### config.mk
export PLATFORM = sky130hd
export DESIGN_NAME = stream_mux_n_1
export DESIGN_NICKNAME = d
export VERILOG_FILES = /design/src/rtl/mux_pkg.sv /design/src/rtl/rr_arbiter.sv /design/src/rtl/stream_mux_n_1.sv
export SDC_FILE = /design/constraint.sdc
export NUM_CORES = 1
export LEC_CHECK = 0
export BUFFER_PORTS_ARGS = -buffer_cell sky130_fd_sc_hd__buf_2
export CAP_MARGIN = 20
export CORE_MARGIN = 4
export CORE_UTILIZATION = 41
export DETAILED_ROUTE_END_ITERATION = 6
export GPL_TIMING_DRIVEN = 0
export PLACE_DENSITY = 0.82
export SLEW_MARGIN = 20
export SYNTH_ARGS = -nofsm -noshare
export SYNTH_HDL_FRONTEND = slang
export SYNTH_HIERARCHICAL = 1
export SYNTH_SLANG_ARGS = --single-unit
### constraint.sdc
create_clock -name clk -period 2.4 [get_ports clk]
set_input_delay 0.24 -clock clk [delete_from_list [all_inputs] [get_ports clk]]
set_output_delay 0.24 -clock clk [all_outputs]
set_load 0.03 [all_outputs]
### src/rtl/mux_pkg.sv
// Shared constants for the N:1 stream mux family.
package mux_pkg;

  localparam int MODE_SEL = 0;
  localparam int MODE_RR  = 1;

  function automatic int sel_w(input int n);
    return (n > 1) ? $clog2(n) : 1;
  endfunction

endpackage

### src/rtl/rr_arbiter.sv
// Round-robin arbiter: searches upward from the channel after the last winner,
// and moves the pointer only when the granted word is actually taken.
module rr_arbiter #(
  parameter int N     = 4,
  parameter int SEL_W = 2
) (
  input  logic             clk,
  input  logic             rst,
  input  logic [N-1:0]     req,
  input  logic             en,
  output logic [N-1:0]     gnt,
  output logic [SEL_W-1:0] gnt_idx
);

  logic [SEL_W-1:0] last;
  logic             found;
  int               idx;

  always_comb begin
    gnt     = '0;
    gnt_idx = '0;
    found   = 1'b0;
    idx     = 0;
    for (int off = 1; off <= N; off++) begin
      idx = (int'(last) + off) % N;
      if (!found && req[idx]) begin
        found    = 1'b1;
        gnt[idx] = 1'b1;
        gnt_idx  = SEL_W'(idx);
      end
    end
  end

  always_ff @(posedge clk or posedge rst) begin
    if (rst) begin
      last <= SEL_W'(N - 1);
    end else if (en) begin
      last <= gnt_idx;
    end
  end

endmodule

### src/rtl/stream_mux_n_1.sv
// N:1 valid/ready stream multiplexer with a single registered output stage;
// the source is picked either by an external select or by round-robin.
module stream_mux_n_1
  import mux_pkg::*;
#(
  parameter  int WIDTH = 8,
  parameter  int N     = 4,
  parameter  int MODE  = MODE_SEL,
  localparam int SEL_W = sel_w(N)
) (
  input  logic               clk,
  input  logic               rst,
  input  logic [N*WIDTH-1:0] i_data,
  input  logic [N-1:0]       i_valid,
  output logic [N-1:0]       i_ready,
  input  logic [SEL_W-1:0]   s,
  output logic [WIDTH-1:0]   y_data,
  output logic               y_valid,
  input  logic               y_ready,
  output logic [SEL_W-1:0]   y_sel
);

  logic             load;
  logic             xfer;
  logic [N-1:0]     gnt;
  logic [SEL_W-1:0] gnt_idx;
  logic [WIDTH-1:0] mux_data;

  assign load    = ~y_valid | y_ready;
  assign i_ready = gnt & {N{load & ~rst}};
  assign xfer    = |(i_ready & i_valid);

  generate
    if (MODE == MODE_RR) begin : g_rr
      logic unused_s;
      assign unused_s = ^s;

      rr_arbiter #(.N(N), .SEL_W(SEL_W)) u_arb (
        .clk     (clk),
        .rst     (rst),
        .req     (i_valid),
        .en      (xfer),
        .gnt     (gnt),
        .gnt_idx (gnt_idx)
      );
    end else begin : g_sel
      // Out-of-range select decodes to no grant at all.
      always_comb begin
        gnt     = '0;
        gnt_idx = s;
        for (int k = 0; k < N; k++) begin
          if (int'(s) == k) gnt[k] = 1'b1;
        end
      end
    end
  endgenerate

  always_comb begin
    mux_data = '0;
    for (int k = 0; k < N; k++) begin
      mux_data = mux_data | (i_data[k*WIDTH +: WIDTH] & {WIDTH{gnt[k]}});
    end
  end

  always_ff @(posedge clk or posedge rst) begin
    if (rst) begin
      y_valid <= 1'b0;
      y_data  <= '0;
      y_sel   <= '0;
    end else if (load) begin
      if (xfer) begin
        y_data  <= mux_data;
        y_sel   <= gnt_idx;
        y_valid <= 1'b1;
      end else begin
        y_valid <= 1'b0;
      end
    end
  end

endmodule
==> results of run 1 <==
metal layers:
layer / vias to the layer above / track usage, %
met3: 2 / 4.82
met4: 0 / 5.53
met5: - / 0
met1: 314 / 16.2
met2: 39 / 27.8
li1: 306 / -
flip-flops by register name (all words and copies together) (netlist names):
name,count
y_sel,2
y_data,8
y_valid,1
final cells by class:
| type | instances | area, um^2 | area share (%) |
|---|---|---|---|
| flip-flops and latches | 11 | 275 | 26.5 |
| clock buffers | 4 | 26.3 | 2.53 |
| repair buffers | 54 | 270 | 26.0 |
| multi-input cells | 31 | 409 | 39.4 |
| inverters | 3 | 11.3 | 1.08 |
| well taps | 16 | 20.0 | 1.93 |
| plain buffers | 3 | 26.3 | 2.53 |
metrics by stage:
stage | instance area (um^2) | utilization (%) | setup WS, ps
after global placement | 1010 | 64.2 | 817
after CTS | 1040 | 65.9 | 738
after floorplan | 722 | - | 653
after detailed placement | 1010 | 64.2 | 745
after global routing | 1040 | 65.9 | 601
final | 1040 | 65.9 | 745
cells in the final DEF, fill, tap and decap left out, types with 2 or more instances in the layout:
cell type,netlist,routed
buf_2,0,54
mux2_2,11,11
dfrtp_1,11,11
mux4_2,6,6
nor3_1,4,4
inv_1,3,3
mux4_1,3,3
clkbuf_4,0,3
buf_6,2,2
clkbuf_1,1,2
nand2_1,2,2
synthesized netlist by cell type, drive strengths merged:
library cell / number / share of area (%)
o2bb2ai: 1 / 1.2
nor3: 4 / 2.8
dfrtp: 11 / 38
a31oi: 1 / 0.87
nand3: 2 / 3.1
clkbuf: 1 / 0.52
mux4: 9 / 30
nand2b: 1 / 0.87
nand2: 2 / 1.0
inv: 3 / 1.6
buf: 2 / 3.1
mux2: 11 / 17
cell families after synthesis:
group,Yosys count,synth area share [%]
compound gates,2,2.08
buf+inv,6,5.20
flops,11,38.1
mux,20,46.8
simple gates,9,7.80
power by group through the flow:
stage,Combinational [W],Sequential [W],Clock [W]
detailed placement,0.000308,0.000259,0
global placement,0.000300,0.000255,0
global route,0.000323,0.000262,0.000135
floorplan,0.000107,0.000357,0
finish,0.000303,0.000256,0.000122
CTS,0.000308,0.000255,0.000127
worst reg2reg max path, stage by stage (launching register included):
cell      delay [ps]
dfrtp_1          380
nand2b_1         200
nand3_4          200
mux2_2           350
final timing paths:
path                       slack [ps]  depth (start not counted)         end
hold reg to reg                   510                          1   y_data[7]
setup / recovery                  750                          4  i_ready[2]
setup reg to reg                 1160                          3   y_data[1]
min in group clk                  390                          3     y_valid
max in group asynchronous        2010                          2   y_data[3]
hold / removal                     20                          2   y_data[2]
==> metrics.txt, run 1 <==
status=completed; Max Used Layer=met4; arrival time at the worst endpoint=~1400 ps; Reg power frac=a little under two fifths; Min Hold Slack=~18 ps; Clock Sinks=11; Crit path largest cell delay=380 ps; met3 WL post-DR=roughly 220 um; gr ovfl total=0; Hold Path Class=in -> async; critical-path cell list=nand2b_1 -> nand2_1 -> nor3_1 -> buf_2; period utilization=between 60% and 70%; Post-DP HPWL=~1500 um; Iteration-0 DRC Markers=8; filler instances=130; min cycle time layout=between 1500 and 2000 ps; Syn Inst Count=48; Reg-to-Reg Start=y_valid; synthesized area per cell=15.0 um^2; sequential share of the synthesized area=about two fifths; Setup CP Type=reg -> out; CP required=between 2000 and 2500 ps; n_diodes=0; Ports=56; relative slew slack=62.5%; total negative slack=0 ps; drt pass-1 iters=3; Root Driver=clkbuf_4; delay-heaviest family, CP=simple AND/OR/NAND/NOR gates; cell area after synthesis=around 720 um^2; WP buf/inv=1; Pleak=0.530 nW; Slew Limit Fails=0; pwr dens=around 660 nW/um^2; final hold vios=0; Critical Path Source=y_valid; DR vias=661; initial core utilization=roughly 46%; number of buffers created by CTS=3; Max Fclk=604 MHz; Sw Ratio=a little under two fifths; routed length per instance=around 15 um; Final Total Pwr=0.000681 W; Max FO, Critical Path=5; DIE AREA=approximately 2500 um^2; CTS Hold Bufs=0; # setup viols final=0; Worst-Margin Slew=roughly 560 ps; Buffers on Ports=54; Die X=50.0 um; VDD IR max=around 430 uV; drt total wl=1800 um; setup bufs post-CTS=0; clk_lat worst skew=~260 ps; vias in the first global route=690; CP endpoint kind=output pin; Resize count post-CTS=0; Cell Int Power=between 0.0004 and 0.0005 W; total track usage=15.2%; die height=50.0 um; CTS tree=built; core area=1580 um^2; Critical Path Source Type=flop; first-pass GRT wire length=roughly 3000 um; Final Non-Filler Cells=approximately 120; max-cap violations=0; Clk pin slew, worst setup/hold paths=~70 ps; Max Root-Sink Buffers=2; Gate power share=approximately 45%; vias per cell=between 5 and 6; slowest cell on the critical path=dfrtp_1; sw power=between 0.0002 and 0.0003 W; # rows=14; clock power share=~18%; GP Congestion=0.662; RSZ-0062 raised after global routing=no; Net Count, Synth=89; Detail Route met2 WL=around 900 um; Synth Warn #=6; largest net degree at the start of global routing=16; antenna violations before repair=0; wl on met1=between 600 and 700 um; skew final=slightly above 2 ps; Cell variety after synth=14; flops & latches, synth=11; Area Overhead vs Synth=43.8%; nets=148; share of cells above drive strength 1=roughly 73%; # H-tree levels=1; residual DRC count=0; Post-DRT Antenna Nets=0; Placed Cells incl. Taps=about 120
Power figures use the tool's default switching activity.
==> run 2: changes to the inputs <==
Settings changed: CORE_UTILIZATION 41 to 35, PLACE_DENSITY 0.82 to 0.74.
Clock period 2.4 ns to 1.4 ns, I/O delays scaled along.
==> run 2 against run 1 <==
Wire length grew 12%. Clock power up 77%. Setup slack got worse by 670 ps. Clock-buffer cell count did not move. Final cell count grew 9.8%. Combinational power rose by 77%. Largest cell class unchanged.
==> metrics.txt, run 2 (synthesis gave the netlist of run 1 again) <==
Buffers on Ports=54 (unchanged); worst slack, placed=-85.7 ps (-831 ps); max-cap violations=0 (unchanged); Hold Path Class=in -> reg; Setup CP Type=reg -> out; Placed Cells incl. Taps=129 (+9.3%); initial core utilization=36.8% (-9.0 points); slowest cell on the critical path=dfrtp_1; n_diodes=0 (unchanged); CP endpoint kind=output pin; Max Fclk=about 760 MHz; DR vias=684 (+3.5%); Area Overhead vs Synth=53.0%; relative slew slack=65.5% (+3.0 points); Critical Path Source Type=flop; gr ovfl total=0 (unchanged); reg2reg path depth=4 (+1); total negative slack=0 ps (unchanged); highest-count cells in the layout ignoring fill and taps=50 x buf_2, 11 x mux2_2, 11 x dfrtp_1; Root Driver=clkbuf_4; GP Congestion=0.741 (+12%); Die X=53.4 um (+6.9%); pwr dens=1080 nW/um^2 (+64%); total track usage=14.5% (-0.73 points); # setup viols final=0 (unchanged); min cycle time layout=between 1000 and 1500 ps; critical-path cell list=nand2b_4 -> nand2_2 -> nor3_2 -> buf_4; drt total wl=2020 um (+12%); nets=149 (+0.68%); final hold vios=0 (unchanged); r2r endpoint=y_data[5]; Clock Sinks=11 (unchanged); die height=53.4 um (+6.9%); residual DRC count=0 (unchanged); Slew Limit Fails=0 (unchanged); # H-tree levels=1 (unchanged); worst hold start=y_ready; R2R Setup Slk=160 ps (-1000 ps); first-pass GRT wire length=2900 um (-2.1%); DIE AREA=2850 um^2 (+14%); Largest register FFs=8 (unchanged); Biggest register=y_data; Clk pin slew, worst setup/hold paths=70 ps (about the same); core area=1960 um^2 (+24%); antenna violations before repair=0 (unchanged); PnR worst setup slack=75.9 ps (-669 ps); RSZ-0062 raised after global routing=no; filler instances=194 (+49%); Final Cell Area=1100 um^2 (+6.4%); drt pass-1 iters=4 (+1); WP buf/inv=1 (unchanged); Post-DP Area=1030 um^2 (+1.4%); Final Non-Filler Cells=134 (+9.8%); Max Root-Sink Buffers=2 (unchanged); Min Hold Slack=276 ps (+258 ps); VDD IR max=528 uV (+24%); Iteration-0 DRC Markers=3 (-5); largest net degree at the start of global routing=13 (-3); Crit path largest cell delay=410 ps (+30 ps); vias in the first global route=689 (-0.14%); skew final=2.84 ps (+0.787 ps); status=completed; share of cells above drive strength 1=78.5% (+5.9 points); CTS tree=built; delay-heaviest family, CP=flip-flops; Post-DP HPWL=1600 um (+4.5%); period utilization=94.6%; leading cell type in the layout, fill and taps excluded=buf_2; worst setup path endpoint=i_ready[0]; routed length per instance=15.1 um (+2.2%); # rows=16 (+2); clk_lat worst skew=260 ps (about the same); number of buffers created by CTS=3 (unchanged); Reg-to-Reg Start=y_valid; Post-DRT Antenna Nets=0 (unchanged); Max FO, Critical Path=4 (-1); CP required=1260 ps (-900 ps); Top Registers=y_data (8), y_sel (2), y_valid (1); arrival time at the worst endpoint=1180 ps (-230 ps); Critical Path Source=y_valid; Pleak=0.541 nW (+2.1%); Ports=56 (unchanged); Worst-Margin Slew=516 ps (-45.5 ps); critical path depth in cells=4 (unchanged); vias per cell=5.10 (-5.8%)
==> run 2: what timing repair did <==
item / in CTS / in global routing
hold buffers: 1 / 0
cloned: 0 / 0
buffers inserted: 0 / 1
hold endpoints to repair: 11 / 0
resized for setup: 5 / 5
endpoints found under the setup margin: 4 / 4
==> run 2: how the worst min path moves through the flow <==
stage	to	slack (ps)	depth (start not counted)
floorplan	y_data[0]	50	1
global route	y_valid	290	4
detailed placement	y_data[2]	230	2
finish	y_valid	280	4
global placement	y_sel[0]	220	2
CTS	y_valid	170	3
==> run 2: cell type report <==
type,count,area (um^2),share of cell area (%)
multi-input combinational,31,434,39.3
sequential,11,275,24.9
clock buffer,4,26.3,2.38
tap,27,33.8,3.06
buffer,2,22.5,2.04
inverter,3,15.0,1.36
timing repair buffer,56,298,27.0
==> run 2: through the flow <==
stage | power, W | util [%]
after detailed placement | 0.000970 | 52.3
after global placement | 0.000954 | 52.3
after global routing | 0.00127 | 56.3
after floorplan | 0.000795 | -
final | 0.00119 | 56.3
after CTS | 0.00121 | 54.9
==> run 2: routing by layer <==
metal | share of wire (%) | track usage [%] | vias up
met4 | 0.50 | 7.66 | 0
met3 | 12 | 3.10 | 2
met1 | 36 | 14.2 | 326
li1 | - | - | 309
met2 | 51 | 27.6 | 47
met5 | 0 | 0 | -
==> run 2: worst reg2reg max path, cell delays in order (launching register included) <==
cell	delay [ps]
dfrtp_1	390
nand2b_4	70
buf_4	150
nand3_4	160
mux2_2	350
==> run 2: power by group <==
| group | total [W] | internal, W | leakage, nW | switching, W |
|---|---|---|---|---|
| combinational | 0.000536 | 0.000228 | 0.398 | 0.000308 |
| sequential | 0.000439 | 0.000400 | 0.128 | 0.0000395 |
| clock | 0.000216 | 0.000110 | 0.0150 | 0.000106 |
